<file path="src/rtl/cam_seq_pkg.sv">
// Shared definitions for the OV5640 power-up sequencer: state encoding,
// default timing at 50 MHz and the pin decode for each state.
package cam_seq_pkg;

    typedef enum logic [2:0] {
        IDLE     = 3'd0,
        HOLD     = 3'd1,
        PWDN_REL = 3'd2,
        BOOT     = 3'd3,
        CFG      = 3'd4,
        RUN      = 3'd5,
        FAULT    = 3'd6
    } state_t;

    localparam int T_HOLD_DEF      = 250000;
    localparam int T_PWDN_REL_DEF  = 50000;
    localparam int T_BOOT_DEF      = 1000000;
    localparam int CFG_TIMEOUT_DEF = 5000000;
    localparam int LOCK_FILT_DEF   = 16;
    localparam int MAX_RETRY_DEF   = 3;
    localparam int CNT_W_DEF       = 24;

    // Camera held powered down whenever the sensor is not being brought up or used.
    function automatic logic pwdn_of(input state_t s);
        return (s == IDLE) || (s == HOLD) || (s == FAULT);
    endfunction

    function automatic logic rstn_of(input state_t s);
        return (s == BOOT) || (s == CFG) || (s == RUN);
    endfunction

endpackage

</file>
<file path="src/rtl/cam_power_seq_if.sv">
// Camera pin, SCCB handshake and status bundle of the power sequencer.
interface cam_power_seq_if;

    logic       cam_pwdn;
    logic       cam_rst_n;
    logic       cfg_start;
    logic       cfg_done;
    logic       sys_ready;
    logic       fault;
    logic [2:0] state;
    logic [1:0] retry_cnt;

    modport master (
        output cam_pwdn, cam_rst_n, cfg_start, sys_ready, fault, state, retry_cnt,
        input  cfg_done
    );

    modport slave (
        input  cam_pwdn, cam_rst_n, cfg_start, sys_ready, fault, state, retry_cnt,
        output cfg_done
    );

endinterface

</file>
<file path="src/rtl/seq_timer.sv">
// Loadable down-counter; zero is high while the count reads 0.
module seq_timer #(
    parameter int CNT_W = 24
) (
    input  logic             clk,
    input  logic             rst_n,
    input  logic             load,
    input  logic [CNT_W-1:0] load_val,
    output logic             zero
);

    logic [CNT_W-1:0] count;

    always_ff @(posedge clk or negedge rst_n) begin
        if (!rst_n) begin
            count <= '0;
        end else if (load) begin
            count <= load_val;
        end else if (count != '0) begin
            count <= count - 1'b1;
        end
    end

    assign zero = (count == '0);

endmodule

</file>
<file path="src/rtl/cam_power_seq.sv">
// OV5640 power-up / recovery sequencer: lock qualification, PWDN/RESET timing,
// SCCB configuration supervision with bounded retries.
module cam_power_seq
    import cam_seq_pkg::*;
#(
    parameter int T_HOLD      = T_HOLD_DEF,
    parameter int T_PWDN_REL  = T_PWDN_REL_DEF,
    parameter int T_BOOT      = T_BOOT_DEF,
    parameter int CFG_TIMEOUT = CFG_TIMEOUT_DEF,
    parameter int LOCK_FILT   = LOCK_FILT_DEF,
    parameter int MAX_RETRY   = MAX_RETRY_DEF,
    parameter int CNT_W       = CNT_W_DEF
) (
    input  logic              clk,
    input  logic              rst_n,
    input  logic              pll_locked,
    input  logic              restart,
    cam_power_seq_if.master   bus
);

    // state    | meaning
    // IDLE     | powered down, waiting for qualified lock
    // HOLD     | PWDN=1, RESET low for T_HOLD
    // PWDN_REL | PWDN=0, RESET low for T_PWDN_REL
    // BOOT     | RESET released, T_BOOT before configuration
    // CFG      | SCCB configuration running, timeout supervised
    // RUN      | camera path ready
    // FAULT    | retries exhausted, powered down until restart

    localparam int FILT_W = $clog2(LOCK_FILT + 1);

    logic              lock_m, lock_s, lock_q;
    logic [FILT_W-1:0] filt_cnt;

    always_ff @(posedge clk or negedge rst_n) begin
        if (!rst_n) begin
            lock_m   <= 1'b0;
            lock_s   <= 1'b0;
            filt_cnt <= '0;
            lock_q   <= 1'b0;
        end else begin
            lock_m <= pll_locked;
            lock_s <= lock_m;
            if (!lock_s) begin
                filt_cnt <= '0;
                lock_q   <= 1'b0;
            end else if (filt_cnt == FILT_W'(LOCK_FILT)) begin
                lock_q <= 1'b1;
            end else begin
                filt_cnt <= filt_cnt + 1'b1;
            end
        end
    end

    state_t           state_r, state_nxt;
    logic [1:0]       retry_r, retry_nxt;
    logic             tmr_load, tmr_zero, to_load, to_zero;
    logic [CNT_W-1:0] tmr_val;
    logic             cam_pwdn_r, cam_rst_n_r, cfg_start_r, sys_ready_r, fault_r;

    seq_timer #(.CNT_W(CNT_W)) u_state_tmr (
        .clk      (clk),
        .rst_n    (rst_n),
        .load     (tmr_load),
        .load_val (tmr_val),
        .zero     (tmr_zero)
    );

    seq_timer #(.CNT_W(CNT_W)) u_cfg_tmr (
        .clk      (clk),
        .rst_n    (rst_n),
        .load     (to_load),
        .load_val (CNT_W'(CFG_TIMEOUT - 1)),
        .zero     (to_zero)
    );

    always_comb begin
        state_nxt = state_r;
        retry_nxt = retry_r;
        // Only IDLE can legitimately see lock_q low, so a low level elsewhere is a fall.
        if (!lock_q && state_r != IDLE) begin
            state_nxt = IDLE;
        end else if (restart) begin
            state_nxt = IDLE;
            retry_nxt = '0;
        end else begin
            case (state_r)
                IDLE:     if (lock_q)   state_nxt = HOLD;
                HOLD:     if (tmr_zero) state_nxt = PWDN_REL;
                PWDN_REL: if (tmr_zero) state_nxt = BOOT;
                BOOT:     if (tmr_zero) state_nxt = CFG;
                CFG: begin
                    // cfg_start_r marks the entry cycle, where cfg_done is ignored.
                    if (bus.cfg_done && !cfg_start_r) begin
                        state_nxt = RUN;
                        retry_nxt = '0;
                    end else if (to_zero) begin
                        retry_nxt = retry_r + 1'b1;
                        state_nxt = (retry_nxt == 2'(MAX_RETRY)) ? FAULT : HOLD;
                    end
                end
                RUN:      state_nxt = RUN;
                FAULT:    state_nxt = FAULT;
                default:  state_nxt = IDLE;
            endcase
        end
    end

    always_comb begin
        tmr_load = 1'b0;
        tmr_val  = '0;
        to_load  = 1'b0;
        if (state_nxt != state_r) begin
            case (state_nxt)
                HOLD:     begin tmr_load = 1'b1; tmr_val = CNT_W'(T_HOLD - 1);     end
                PWDN_REL: begin tmr_load = 1'b1; tmr_val = CNT_W'(T_PWDN_REL - 1); end
                BOOT:     begin tmr_load = 1'b1; tmr_val = CNT_W'(T_BOOT - 1);     end
                CFG:      to_load = 1'b1;
                default:  tmr_load = 1'b0;
            endcase
        end
    end

    always_ff @(posedge clk or negedge rst_n) begin
        if (!rst_n) begin
            state_r     <= IDLE;
            retry_r     <= '0;
            cam_pwdn_r  <= 1'b1;
            cam_rst_n_r <= 1'b0;
            cfg_start_r <= 1'b0;
            sys_ready_r <= 1'b0;
            fault_r     <= 1'b0;
        end else begin
            state_r     <= state_nxt;
            retry_r     <= retry_nxt;
            cam_pwdn_r  <= pwdn_of(state_nxt);
            cam_rst_n_r <= rstn_of(state_nxt);
            cfg_start_r <= (state_nxt == CFG) && (state_r != CFG);
            sys_ready_r <= (state_nxt == RUN);
            fault_r     <= (state_nxt == FAULT);
        end
    end

    assign bus.cam_pwdn  = cam_pwdn_r;
    assign bus.cam_rst_n = cam_rst_n_r;
    assign bus.cfg_start = cfg_start_r;
    assign bus.sys_ready = sys_ready_r;
    assign bus.fault     = fault_r;
    assign bus.state     = state_r;
    assign bus.retry_cnt = retry_r;

endmodule
</file>
<file path="src/flat_wrapper.sv">
// flat-port wrapper written by rule: the top's interface ports become plain ports
module cam_power_seq_flat import cam_seq_pkg::*;
#(
    parameter int T_HOLD      = T_HOLD_DEF,
    parameter int T_PWDN_REL  = T_PWDN_REL_DEF,
    parameter int T_BOOT      = T_BOOT_DEF,
    parameter int CFG_TIMEOUT = CFG_TIMEOUT_DEF,
    parameter int LOCK_FILT   = LOCK_FILT_DEF,
    parameter int MAX_RETRY   = MAX_RETRY_DEF,
    parameter int CNT_W       = CNT_W_DEF
)
  (clk, rst_n, pll_locked, restart, bus_cam_pwdn, bus_cam_rst_n, bus_cfg_start, bus_sys_ready, bus_fault, bus_state, bus_retry_cnt, bus_cfg_done);
  cam_power_seq_if bus_i ();
  input  logic clk;
  input  logic rst_n;
  input  logic pll_locked;
  input  logic restart;
  output wire logic [$bits(bus_i.cam_pwdn)-1:0] bus_cam_pwdn;
  output wire logic [$bits(bus_i.cam_rst_n)-1:0] bus_cam_rst_n;
  output wire logic [$bits(bus_i.cfg_start)-1:0] bus_cfg_start;
  output wire logic [$bits(bus_i.sys_ready)-1:0] bus_sys_ready;
  output wire logic [$bits(bus_i.fault)-1:0] bus_fault;
  output wire logic [$bits(bus_i.state)-1:0] bus_state;
  output wire logic [$bits(bus_i.retry_cnt)-1:0] bus_retry_cnt;
  input wire logic [$bits(bus_i.cfg_done)-1:0] bus_cfg_done;
  assign bus_cam_pwdn = bus_i.cam_pwdn;
  assign bus_cam_rst_n = bus_i.cam_rst_n;
  assign bus_cfg_start = bus_i.cfg_start;
  assign bus_sys_ready = bus_i.sys_ready;
  assign bus_fault = bus_i.fault;
  assign bus_state = bus_i.state;
  assign bus_retry_cnt = bus_i.retry_cnt;
  assign bus_i.cfg_done = bus_cfg_done;
  cam_power_seq #(.T_HOLD(T_HOLD), .T_PWDN_REL(T_PWDN_REL), .T_BOOT(T_BOOT), .CFG_TIMEOUT(CFG_TIMEOUT), .LOCK_FILT(LOCK_FILT), .MAX_RETRY(MAX_RETRY), .CNT_W(CNT_W)) u_core (.clk(clk), .rst_n(rst_n), .pll_locked(pll_locked), .restart(restart), .bus(bus_i));
endmodule
</file>
<file path="config.mk">
export PLATFORM = sky130hd
export DESIGN_NAME = cam_power_seq_flat
export DESIGN_NICKNAME = d
export VERILOG_FILES = /design/src/rtl/cam_seq_pkg.sv /design/src/rtl/cam_power_seq_if.sv /design/src/rtl/seq_timer.sv /design/src/rtl/cam_power_seq.sv /design/src/flat_wrapper.sv
export SDC_FILE = /design/constraint.sdc
export NUM_CORES = 1
export LEC_CHECK = 0
export BUFFER_PORTS_ARGS = -buffer_cell sky130_fd_sc_hd__buf_2
export CAP_MARGIN = 40
export CORE_ASPECT_RATIO = 1.25
export CORE_MARGIN = 3
export CORE_UTILIZATION = 62
export DETAILED_ROUTE_END_ITERATION = 12
export PLACE_DENSITY = 0.85
export SYNTH_ARGS = -nofsm -noshare
export SYNTH_HDL_FRONTEND = slang
export SYNTH_HIERARCHICAL = 1
export SYNTH_SLANG_ARGS = --single-unit
</file>
<file path="constraint.sdc">
create_clock -name clk -period 3.8 [get_ports clk]
set_clock_uncertainty 0.2 [all_clocks]
set_input_delay 0.38 -clock clk [delete_from_list [all_inputs] [get_ports clk]]
set_output_delay 0.38 -clock clk [all_outputs]
set_load 0.02 [all_outputs]
</file>
==> qor.log <==
INFO  run_status     run_status=finished clean
INFO  drt            routed_wirelength=8270um
INFO  synth          synth_flop_cell=dfrtp_1
INFO  synth          synthesis.area=4100um^2
INFO  min_path       min-delay-start=restart
INFO  timing         final_min_period_over_clock_period=92.0%
INFO  worst_setup_path crit_chain=nor4_2 > nand4_1 > nor2_1 > nor4bb_1 > a31oi_1 > o221ai_1 > nand3_1 > o31ai_4 > inv_1 > mux2_2
INFO  synth          synth_seq_cells=66
INFO  synth          netlist-cell-type-count=71
INFO  power_and_ir_drop peak_ir_drop_on_the_vdd_network=0.235mV
INFO  drt            via_count=3317
INFO  power_and_ir_drop power.static_leakage=1.70nW
INFO  worst_setup_path timing.setup.critical_path_class=flip-flop to flip-flop
INFO  floorplan      die_width=78.8um
INFO  timing         finalWorstPathRequiredPeriod=3.50ns
INFO  final_layout   layout-drive-gt1-share=16.3%
INFO  floorplan      core_area=6290um^2
INFO  clocking       cts_tree=done
INFO  clocking       clockBufferDepth=2
INFO  floorplan      die-area=7640um^2
INFO  timing         rsz0062_at_grt=false
INFO  min_path       min_path_type=input port to flip-flop
INFO  power_and_ir_drop power_density=315nW/um^2
INFO  global_route   grt_util_all_layers=23.7%
INFO  floorplan      start_util=65.3%
INFO  final_layout   num-fill-cells=461
INFO  worst_setup_path worst_setup_path_end_kind=flip-flop
INFO  floorplan      rows=32
INFO  timing         maxClockFrequency=0.286GHz
INFO  drt            route.detailed.drc=0
INFO  final_layout   stdcell_area=4570um^2
INFO  worst_setup_path crit_path_start_kind=flip-flop
INFO  clocking       ctsResizeCount=0
INFO  timing         final_setup_violation_count=0
INFO  timing         slew_viol_final=0
INFO  floorplan      die_h=97.0um
INFO  final_layout   layout_common_cells=dfrtp_1 (65), nand2_1 (51), o21ai_0 (37)
INFO  place          dp.final_hpwl=5750um
INFO  worst_setup_path rr_worst_depth=10
INFO  synth          async_flop_share=100%
INFO  synth          synth-edff-count=0
INFO  clocking       clk_latency=0.35ns
INFO  final_layout   multiInputGateArea=2390um^2
INFO  worst_setup_path worstReg2RegEnd=u_core/u_state_tmr/count[14]
INFO  worst_setup_path worst_ep_required_time=3.83ns
INFO  drt            number_of_detailed_route_iterations_in_the_first_pass=4
INFO  synth          syn_area_per_cell=9.26um^2
INFO  clocking       post-cts-setup-buffers=0
INFO  place          finalWeightedCongestion=0.919
INFO  clocking       clock-root-buffer=clkbuf_8
INFO  global_route   grt_antenna_before_repair=0
INFO  timing         max_slew.worst_pin.slew=0.820ns
INFO  worst_setup_path rr_startpoint=u_core/u_state_tmr/count[6]
INFO  timing         final-hold-violation-count=0
INFO  synth          synth-seq-area-share=40.3%
INFO  place          post_dp_cell_area=4330um^2
INFO  drt            antenna_left=0
INFO  clocking       clkTransAtPathRegs=0.07ns
INFO  worst_setup_path r2r_setup_slack=0.30ns
INFO  drt            avgRoutedWirePerCell=14.4um
INFO  drt            drt_first_iter_violations=133
INFO  global_route   maximum_number_of_pins_on_one_net_before_global_route_repair=36
INFO  clocking       post_cts_hold_buffers=2
INFO  drt            vias_per_cell=5.77
INFO  clocking       clock_sink_count=66
INFO  synth          synthesis.instances=443
INFO  job            timing.max_cap.violations=0
INFO  global_route   grt_remaining_overflow=0
INFO  worst_setup_path worstPathMaxFanout=12
INFO  final_layout   layout.cells.non_filler=575
INFO  timing         relSlewSlack=45.4%
INFO  timing         fin_tns_setup=0ns
INFO  floorplan      top_level_ports=15
INFO  min_path       hold_depth=2
INFO  clocking       cts_max_level=3
INFO  final_layout   area_growth_syn_to_layout=11.4%
INFO  final_layout   ff_latch_area=1650um^2
INFO  worst_setup_path critical_path_arrival=3.53ns
INFO  worst_setup_path critPathMaxStageDelay=0.44ns
INFO  final_layout   layout.cells.most_common=dfrtp_1
INFO  global_route   grt_pass1_wl=14500um
INFO  clocking       cts_made_buffers=9
INFO  global_route   grt_pass1_vias=3213
INFO  final_layout   antenna_cells_inserted=0
INFO  timing         finalHoldWorstSlack=0.111ns
INFO  worst_setup_path cp_slowest_cell=nor2_1
INFO  synth          synth-warning-count=6
INFO  place          numPlacedInstances=557
INFO  final_layout   number_of_nets_in_the_layout=497
INFO  place          place.port_buffers=14
INFO  min_path       whs_endpoint=u_core/bus.retry_cnt[1]
[through the flow]
step	total power, mW	setup WS (ns)	utilization [%]
6_report	1.44	0.303	72.8
5_1_grt	1.49	0.0942	72.8
4_1_cts	1.45	0.367	72.8
3_5_place_dp	0.797	0.368	68.9
3_3_place_gp	0.794	0.380	68.9
2_1_floorplan	0.770	0.562	-
[critical path, delay by kind of cell (launching register included)]
kind | cells | cell delay, ns
compound gates | 3 | 0.45
buf+inv | 1 | 0.22
flops | 1 | 0.43
mux | 1 | 0.33
simple gates | 5 | 1.75
[worst max path at each step]
stage	from	end	slack, ns	depth (start not counted)
2_1_floorplan	u_core/u_cfg_tmr/count[6]	u_core/u_state_tmr/count[10]	0.56	13
3_3_place_gp	u_core/u_state_tmr/count[6]	u_core/u_state_tmr/count[10]	0.38	10
3_5_place_dp	u_core/u_state_tmr/count[2]	u_core/u_state_tmr/count[14]	0.37	10
4_1_cts	u_core/u_state_tmr/count[6]	u_core/u_state_tmr/count[14]	0.37	10
5_1_grt	u_core/u_cfg_tmr/count[2]	u_core/u_state_tmr/count[9]	0.09	9
6_report	u_core/u_state_tmr/count[6]	u_core/u_state_tmr/count[14]	0.30	10
[area by class of cell]
class                      count  area share [%]
multi-input combinational    369            52.2
sequential                    66            36.1
timing repair buffer          24            3.28
clock inverter                 5            1.70
inverter                      15            1.23
clock buffer                  11            3.09
tap                           85            2.33
[flip-flops by register name, summed over array words and instances (netlist names), 2 cells and up]
name,count
u_core/bus.state,3
u_core/u_state_tmr/count,24
u_core/bus.retry_cnt,2
u_core/u_cfg_tmr/count,24
u_core/filt_cnt,5
[cells by family (layout without fill, tap and decap cells)]
logic type / after synthesis / in the layout / share of synthesized area [%]
and+or+nand+nor: 181 / 181 / 25.4
other: 2 / 31 / 0.183
muxes: 16 / 16 / 4.18
AOI/OAI and AO/OA: 97 / 97 / 15.4
buffers and inverters: 37 / 55 / 4.57
xor gates and xnor gates: 37 / 37 / 7.90
adders and majority gates: 7 / 7 / 2.13
DFF: 66 / 66 / 40.3
[per-layer routing]
metal	vias to the layer above	share of wire, %	GRT usage [%]
li1	1641	-	-
met1	1594	43	30.0
met2	68	50	39.2
met3	14	4.4	5.12
met4	0	1.8	8.75
met5	-	0	0
[where the power goes]
part,leakage [nW],switching [mW],internal [mW],total (mW)
clock,0.109,0.268,0.385,0.653
sequential,0.726,0.0199,0.717,0.737
combinational,0.867,0.0308,0.0172,0.0481
[cells in the mapped netlist (3+ instances only)]
cell type	count	area share, %
inv_1	12	1.1
nor4_1	4	0.61
mux2_2	9	2.5
a31oi_1	5	0.76
xor2_1	23	4.9
nand4_1	3	0.46
or2_2	4	0.61
a21oi_1	12	1.5
or4_1	13	2.4
a311oi_1	3	0.64
nor2_1	35	3.2
dfrtp_1	65	40
ha_1	7	2.1
buf_6	5	1.4
o31ai_1	17	3.1
buf_2	3	0.37
or3_1	6	0.91
and2_1	4	0.61
nand2_1	51	4.7
xnor2_1	14	3.0
nand3_2	3	0.73
nand3_1	10	1.2
mux2i_1	7	1.7
nor3_1	11	1.3
o21ai_1	3	0.37
clkbuf_1	12	1.1
o21ai_0	37	4.5
Power figures use the tool's default switching activity.
